`src/rtl/param_fifo_if.sv`:
```
// FIFO handshake bundle: write/read requests, data and status flags.
// The slave side is the FIFO; the master side is whoever drives traffic.
interface param_fifo_if #(
  parameter int WIDTH = 8,
  parameter int DEPTH = 8
);
  localparam int CW = $clog2(DEPTH + 1);

  logic             wr_en;
  logic             rd_en;
  logic             flush;
  logic [WIDTH-1:0] data_in;
  logic [WIDTH-1:0] data_out;
  logic             full;
  logic             empty;
  logic             almost_full;
  logic             almost_empty;
  logic [CW-1:0]    count;
  logic             overflow;
  logic             underflow;

  modport master (
    output wr_en, rd_en, flush, data_in,
    input  data_out, full, empty,
    input  almost_full, almost_empty,
    input  count, overflow, underflow
  );

  modport slave (
    input  wr_en, rd_en, flush, data_in,
    output data_out, full, empty,
    output almost_full, almost_empty,
    output count, overflow, underflow
  );
endinterface

```
`src/rtl/param_fifo.sv`:
```
// Single-clock synchronous FIFO, any depth >= 2, with registered or
// first-word-fall-through read and one-cycle over/underflow pulses.
module param_fifo #(
  parameter int WIDTH    = 8,
  parameter int DEPTH    = 8,
  parameter int AF_LEVEL = 6,
  parameter int AE_LEVEL = 2,
  parameter int FWFT     = 0
) (
  input logic        clk,
  input logic        reset_n,
  param_fifo_if.slave bus
);
  localparam int CW = $clog2(DEPTH + 1);
  localparam int PW = $clog2(DEPTH);

  generate
    if (!(AE_LEVEL >= 0 && AE_LEVEL < AF_LEVEL
          && AF_LEVEL <= DEPTH)) begin : g_bad_levels
      $error("param_fifo: need 0 <= AE_LEVEL < AF_LEVEL <= DEPTH");
    end
  endgenerate

  logic [WIDTH-1:0] r_mem [DEPTH];
  logic [PW-1:0]    r_wr_ptr;
  logic [PW-1:0]    r_rd_ptr;
  logic [CW-1:0]    r_count;
  logic             r_ovf;
  logic             r_unf;

  logic w_full;
  logic w_empty;
  logic w_rd_ok;
  logic w_wr_ok;

  assign w_full  = (r_count == CW'(DEPTH));
  assign w_empty = (r_count == '0);
  assign w_rd_ok = bus.rd_en && !w_empty;
  // A pop in the same cycle frees the slot a full FIFO is writing into.
  assign w_wr_ok = bus.wr_en && (!w_full || w_rd_ok);

  assign bus.full         = w_full;
  assign bus.empty        = w_empty;
  assign bus.almost_full  = (r_count >= CW'(AF_LEVEL));
  assign bus.almost_empty = (r_count <= CW'(AE_LEVEL));
  assign bus.count        = r_count;
  assign bus.overflow     = r_ovf;
  assign bus.underflow    = r_unf;

  function automatic logic [PW-1:0] f_next(
    input logic [PW-1:0] p
  );
    return (p == PW'(DEPTH - 1)) ? '0 : p + PW'(1);
  endfunction

  always_ff @(posedge clk or negedge reset_n) begin
    if (!reset_n) begin
      r_wr_ptr <= '0;
      r_rd_ptr <= '0;
      r_count  <= '0;
      r_ovf    <= 1'b0;
      r_unf    <= 1'b0;
    end else if (bus.flush) begin
      r_wr_ptr <= '0;
      r_rd_ptr <= '0;
      r_count  <= '0;
      r_ovf    <= 1'b0;
      r_unf    <= 1'b0;
    end else begin
      if (w_wr_ok) r_wr_ptr <= f_next(r_wr_ptr);
      if (w_rd_ok) r_rd_ptr <= f_next(r_rd_ptr);
      r_count <= r_count + CW'(w_wr_ok) - CW'(w_rd_ok);
      r_ovf   <= bus.wr_en && !w_wr_ok;
      r_unf   <= bus.rd_en && !w_rd_ok;
    end
  end

  // Storage has no reset; stale words are unreachable once count is 0.
  always_ff @(posedge clk) begin
    if (reset_n && !bus.flush && w_wr_ok)
      r_mem[r_wr_ptr] <= bus.data_in;
  end

  generate
    if (FWFT != 0) begin : g_fwft
      assign bus.data_out = w_empty ? '0 : r_mem[r_rd_ptr];
    end else begin : g_reg
      logic [WIDTH-1:0] r_dout;

      always_ff @(posedge clk or negedge reset_n) begin
        if (!reset_n)
          r_dout <= '0;
        else if (!bus.flush && w_rd_ok)
          r_dout <= r_mem[r_rd_ptr];
      end

      assign bus.data_out = r_dout;
    end
  endgenerate
endmodule

```
`src/flat_wrapper.sv`:
```
// flat-port wrapper written by rule: the top's interface ports become plain ports
module param_fifo_flat 
#(
  parameter int WIDTH    = 8,
  parameter int DEPTH    = 8,
  parameter int AF_LEVEL = 6,
  parameter int AE_LEVEL = 2,
  parameter int FWFT     = 0
)
  (clk, reset_n, bus_wr_en, bus_rd_en, bus_flush, bus_data_in, bus_data_out, bus_full, bus_empty, bus_almost_full, bus_almost_empty, bus_count, bus_overflow, bus_underflow);
  param_fifo_if #(.WIDTH(WIDTH), .DEPTH(DEPTH)) bus_i ();
  input logic clk;
  input logic reset_n;
  input wire logic [$bits(bus_i.wr_en)-1:0] bus_wr_en;
  input wire logic [$bits(bus_i.rd_en)-1:0] bus_rd_en;
  input wire logic [$bits(bus_i.flush)-1:0] bus_flush;
  input wire logic [$bits(bus_i.data_in)-1:0] bus_data_in;
  output wire logic [$bits(bus_i.data_out)-1:0] bus_data_out;
  output wire logic [$bits(bus_i.full)-1:0] bus_full;
  output wire logic [$bits(bus_i.empty)-1:0] bus_empty;
  output wire logic [$bits(bus_i.almost_full)-1:0] bus_almost_full;
  output wire logic [$bits(bus_i.almost_empty)-1:0] bus_almost_empty;
  output wire logic [$bits(bus_i.count)-1:0] bus_count;
  output wire logic [$bits(bus_i.overflow)-1:0] bus_overflow;
  output wire logic [$bits(bus_i.underflow)-1:0] bus_underflow;
  assign bus_i.wr_en = bus_wr_en;
  assign bus_i.rd_en = bus_rd_en;
  assign bus_i.flush = bus_flush;
  assign bus_i.data_in = bus_data_in;
  assign bus_data_out = bus_i.data_out;
  assign bus_full = bus_i.full;
  assign bus_empty = bus_i.empty;
  assign bus_almost_full = bus_i.almost_full;
  assign bus_almost_empty = bus_i.almost_empty;
  assign bus_count = bus_i.count;
  assign bus_overflow = bus_i.overflow;
  assign bus_underflow = bus_i.underflow;
  param_fifo #(.WIDTH(WIDTH), .DEPTH(DEPTH), .AF_LEVEL(AF_LEVEL), .AE_LEVEL(AE_LEVEL), .FWFT(FWFT)) u_core (.clk(clk), .reset_n(reset_n), .bus(bus_i));
endmodule
```
`config.mk`:
```
export PLATFORM = sky130hd
export DESIGN_NAME = param_fifo_flat
export DESIGN_NICKNAME = d
export VERILOG_FILES = /design/src/rtl/param_fifo_if.sv /design/src/rtl/param_fifo.sv /design/src/flat_wrapper.sv
export SDC_FILE = /design/constraint.sdc
export NUM_CORES = 1
export LEC_CHECK = 0
export ABC_AREA = 1
export CAP_MARGIN = 15
export CORE_MARGIN = 2
export CORE_UTILIZATION = 45
export DETAILED_ROUTE_END_ITERATION = 16
export PLACE_DENSITY = 0.74
export SLEW_MARGIN = 20
export SYNTH_ARGS = -nofsm -noshare
export SYNTH_HDL_FRONTEND = slang
export SYNTH_SLANG_ARGS = --single-unit
export TNS_END_PERCENT = 5
```
`constraint.sdc`:
```
create_clock -name clk -period 3 [get_ports clk]
set_clock_uncertainty 0.15 [all_clocks]
set_input_delay 0.45 -clock clk [delete_from_list [all_inputs] [get_ports clk]]
set_output_delay 0.45 -clock clk [all_outputs]
set_load 0.1 [all_outputs]
```
Word-level counts from Yosys, hierarchy flattened
Memories as Yosys holds them, arrays and structs flattened. A register that Yosys moved wholly into a read port is not among the register bits.
Index checks and enable logic that the tools add are counted.
{"block": "word_totals", "output_inout_bits": 18, "mem_bits_rw": 64, "in_bits": 13, "rom_bits": 0, "latch_bits": 0, "register_bits": 12, "memories": 1, "elab_cells": 43}
{"block": "op_classes", "n_lt_le_gt_ge": 2, "shifts": 0, "n_mul": 0, "bitwise_logic": 0, "eq_ne": 3, "n_reduce_logical": 17, "div_mod_pow": 0, "add_sub_neg": 4, "n_mux": 11}
{"name": "u_core.r_mem", "words": 8, "width": 8, "read_ports": 1, "rd_clocked_by_memory_dff": 1, "write_ports": 1, "line": "param_fifo.sv:24", "rtl": "logic [WIDTH-1:0] r_mem [DEPTH];"}
{"cell": "2-to-1 mux 3 bit", "count": 6}
{"cell": "logical AND 1 bit", "count": 7}
{"cell": "adder 3 x 1 -> 3 bit (second input constant)", "count": 2}
{"cell": "equality test 3 bit (second input constant)", "count": 2}
{"cell": "zero test 1 bit", "count": 6}
{"cell": "adder 4 x 1 -> 4 bit", "count": 1}
{"cell": "equality test 4 bit (second input constant)", "count": 1}
{"cell": "greater-or-equal comparator 4 x 3 -> 1 bit (second input constant)", "count": 1}
{"cell": "less-or-equal comparator 4 x 2 -> 1 bit (second input constant)", "count": 1}
{"cell": "zero test 4 bit", "count": 1}
{"cell": "2-to-1 mux 1 bit", "count": 4}
{"cell": "2-to-1 mux 4 bit", "count": 1}
{"cell": "nonzero test 2 bit", "count": 2}
{"cell": "subtractor 4 x 1 -> 4 bit", "count": 1}
{"cell": "logical OR 1 bit", "count": 1}

Logic depth before layout (Yosys ltp)
{"block": "logic_depth", "ltp_word": 8, "mapped_depth": 13, "ltp_nobuf": 13}

Worst setup path before layout
No wires, ideal clock.
{"block": "synth_path", "path_kind": "flip-flop to flip-flop", "startpoint": "register u_core.r_count[3] (netlist: u_core.bus.count[3])", "endpoint": "register u_core.r_count[2] (netlist: u_core.bus.count[2])", "setup_time_ps": 119, "synth_period_minus_slack_ps": 3860, "path_buffers": 0, "setup_slack_ps": -860, "t_required_ps": 2731, "stages_incl_launch_ff": 10, "arrival_ps": 3591, "cell_sequence": "dfrtp_1 -> ha_1 -> nor3b_2 -> nand2_4 -> nand2_2 -> inv_1 -> ha_1 -> fa_1 -> xnor2_1 -> nor2_1"}
{"item": "start: declaration", "line": "param_fifo.sv:27", "rtl": "logic [CW-1:0] r_count;"}
{"item": "start signal: assignment", "line": "param_fifo.sv:72", "rtl": "r_count <= r_count + CW'(w_wr_ok) - CW'(w_rd_ok);"}
{"item": "equality test 4 bit", "line": "param_fifo.sv:36", "rtl": "assign w_full = (r_count == CW'(DEPTH));"}
{"item": "net bus_full", "line": "flat_wrapper.sv:19", "rtl": "output wire logic [$bits(bus_i.full)-1:0] bus_full;"}
{"item": "zero test 1 bit", "line": "param_fifo.sv:40", "rtl": "assign w_wr_ok = bus.wr_en && (!w_full || w_rd_ok);"}
{"item": "logical OR 1 bit", "line": "param_fifo.sv:40"}
{"item": "logical AND 1 bit", "line": "param_fifo.sv:40"}
{"item": "adder 4 x 1 -> 4 bit", "line": "param_fifo.sv:72"}
{"item": "subtractor 4 x 1 -> 4 bit", "line": "param_fifo.sv:72"}
{"item": "2-to-1 mux 4 bit", "line": "param_fifo.sv:63", "rtl": "end else if (bus.flush) begin"}
The timed path passes the listed nets, and every way through them passes these cells.
A chain may end at the register's enable or synchronous reset.

Worst setup path in the final report
{"block": "layout_path", "startpoint": "register u_core.r_count[3] (netlist: u_core.bus.count[3])", "endpoint": "register u_core.r_count[2] (netlist: u_core.bus.count[2])"}
{"block": "layout_via", "elab_chain_cells": 8}
{"item": "zero test 4 bit", "line": "param_fifo.sv:37", "rtl": "assign w_empty = (r_count == '0);"}
{"item": "zero test 1 bit", "line": "param_fifo.sv:38", "rtl": "assign w_rd_ok = bus.rd_en && !w_empty;"}
{"item": "logical AND 1 bit", "line": "param_fifo.sv:38"}
{"item": "logical OR 1 bit", "line": "param_fifo.sv:40"}
{"item": "logical AND 1 bit", "line": "param_fifo.sv:40"}
{"item": "adder 4 x 1 -> 4 bit", "line": "param_fifo.sv:72"}
{"item": "subtractor 4 x 1 -> 4 bit *", "line": "param_fifo.sv:72"}
{"item": "2-to-1 mux 4 bit *", "line": "param_fifo.sv:63"}
Every way passes the cells marked *; elsewhere a longest branch is shown, timed or not.

==> impl_metrics.tcl <==
set metrics [dict create \
    ys_warn_count 0 \
    power.density_nw_per_um2 926 \
    cts_setup_buffers 0 \
    cts_tree "done" \
    wirelength_um 7920 \
    finalCritPeriodShare 0.843 \
    synth_top_area_cell "edfxtp_1" \
    end_kind "flop" \
    path_class "flop to flop" \
    rsz0062_at_grt "false" \
    syn-num-nets 410 \
    hold_slack_ns 0.340 \
    dr.first_iter.drc_count 175 \
    synthArstFlopShare 0.238 \
    cts_htree_levels 3 \
    post_cts.resized_instances 0 \
    routed_via_density 4.97 \
    grt_max_degree 35 \
    synth.area.top_cells "edfxtp_1 50%, dfrtp_1 13%, nand2_1 10%, nand3_1 7.9%, inv_1 6.3%" \
    tightest_slew_ns 0.596 \
    hpwl_um 5240 \
    finalNetCount 454 \
    place_area_sq_um 4330 \
    die_area_sq_um 9310 \
    synth_top_area_frac 0.499 \
    ir_drop_mv 0.340 \
    start_util 0.466 \
    ys_ff_latch 84 \
    critical_path_required_ns 3.10 \
    drv_slew 0 \
    setup_viol 0 \
    drive_above_1_share 0.160 \
    max_slew_margin 0.602 \
    maxCapViolCount 0 \
    firstDrtPassIters 4 \
    synth_top_cells_by_count "106 x nand2_1, 65 x inv_1, 64 x edfxtp_1, 61 x nand3_1, 20 x dfrtp_1" \
    ys_seq_area_frac 0.629 \
    core_sq_um 8260 \
    portBuffers 30 \
    synth_enable_flop_cells 64 \
    vias 2670 \
    hp-class "flop to flop" \
    grt_pass1_wl_um 12700 \
    die_w_um 96.5 \
    clk_path_buf_depth 2 \
    fill_cells 697 \
    finalHoldViolCount 0 \
    netlist_area_sq_um 3850 \
    final_area_sq_um 4580 \
    drc 0 \
    total_power_mw 4.24 \
    ys_types 27 \
    ant_nets 0 \
    grt_usage 0.186 \
    syn_to_final_growth_pct 19.1 \
    period_needed_ns 2.53 \
    power_leakage_nw 2.07 \
    crit_path_max_fanout 4 \
    synth_flop_cell "edfxtp_1" \
    clock_latency_ns 0.35 \
    io-pin-count 31 \
    n_antenna_cell 0 \
    clock.fmax_ghz 0.395 \
    postLayoutCoreUtil 0.555 \
    hold_buffers 0 \
    yosysMostFrequentCell "nand2_1" \
    antenna_found_initial 0 \
    critPathArrivalTime_ns 2.62 \
    netlist_instances 383 \
    cts_made_buffers 9 \
    clkTransAtPathRegs_ns 0.09 \
    wl_per_cell_um 14.7 \
    fp-row-count 33 \
    avgSynthCellArea_sq_um 10.1 \
    gp_congestion 0.819 \
    dieHeight_um 96.5 \
    finalSetupTns_ns 0 \
    cts_root_buffer "clkbuf_8" \
    globalRouteOverflowTotal 0 \
    grt_pass1_vias 2616 \
    cts_sinks 84 \
    startpoint_type "flop" \
    outcome "complete, no violations" \
]
state kept, by name (all words and copies together) (netlist names):
register / count
u_core.r_mem: 64
u_core.bus.data_out: 8
u_core.bus.count: 4
u_core.r_rd_ptr: 3
u_core.r_wr_ptr: 3
u_core.bus.overflow: 1
u_core.bus.underflow: 1
area by class of cell:
type | count | area, sq um | share of cell area
flip-flops and latches | 84 | 2430 | 0.531
multi-input cells | 217 | 1130 | 0.247
repair buffers | 45 | 368 | 0.0802
inverters | 70 | 265 | 0.0579
clock buffers | 10 | 138 | 0.0300
well taps | 105 | 131 | 0.0287
clock inverters | 6 | 116 | 0.0254
worst max-delay path, stage by stage, from the launching register on:
cell and delay, ns:
dfrtp_4 0.51, inv_1 0.11, ha_1 0.24, nand3_2 0.12, nand2_2 0.12, inv_1 0.05
ha_1 0.26, inv_1 0.06, ha_4 0.16, fa_1 0.38, xnor2_1 0.19, nor2_1 0.06
through the flow:
stage	std cells	setup WS, ns
floorplan	383	-0.0723
finish	537	0.471
detailed placement	521	0.521
global route	537	0.370
global placement	521	0.596
CTS	537	0.478
final timing paths:
path,start,endpoint,slack [ns],depth (start not counted)
setup / recovery,u_core.bus.count[3],u_core.bus.count[2],0.47,11
hold / removal,u_core.bus.data_out[3],u_core.bus.data_out[3],0.34,2
setup reg to reg,u_core.bus.count[3],u_core.bus.count[2],0.47,11
hold reg to reg,u_core.bus.data_out[3],u_core.bus.data_out[3],0.34,2
max in group asynchronous,reset_n,u_core.bus.count[2],2.06,2
min in group asynchronous,reset_n,u_core.bus.data_out[4],0.40,2
logic make-up after synthesis:
| family | synth area share |
|---|---|
| and+or+nand+nor | 0.223 |
| DFF | 0.629 |
| buffers and inverters | 0.0874 |
| adders and majority gates | 0.0475 |
| AOI/OAI and AO/OA | 0.0107 |
| xor gates and xnor gates | 0.00228 |
report_power, final:
group,internal [mW],switching [mW]
logic,0.429,1.37
clock network,0.585,0.413
registers,1.36,0.0872
layer usage:
metal | GRT usage | up-vias | share of wire
met5 | 0 | - | 0
met4 | 0.0634 | 0 | 0.0090
met2 | 0.322 | 65 | 0.51
met1 | 0.231 | 1279 | 0.43
met3 | 0.0434 | 7 | 0.058
li1 | - | 1319 | -
cell usage in the layout (no fill, tap or decap), drive strengths merged, types with 2 or more instances in the layout:
cell type / instances
nor2: 18
edfxtp: 64
buf: 33
a21oi: 2
ha: 13
inv: 72
nand4: 2
clkdlybuf4s50: 12
bufinv: 3
nand3: 63
clkbuf: 10
dfrtp: 20
nand2: 109
o21ai: 3
(Power assumes the default switching activity.)
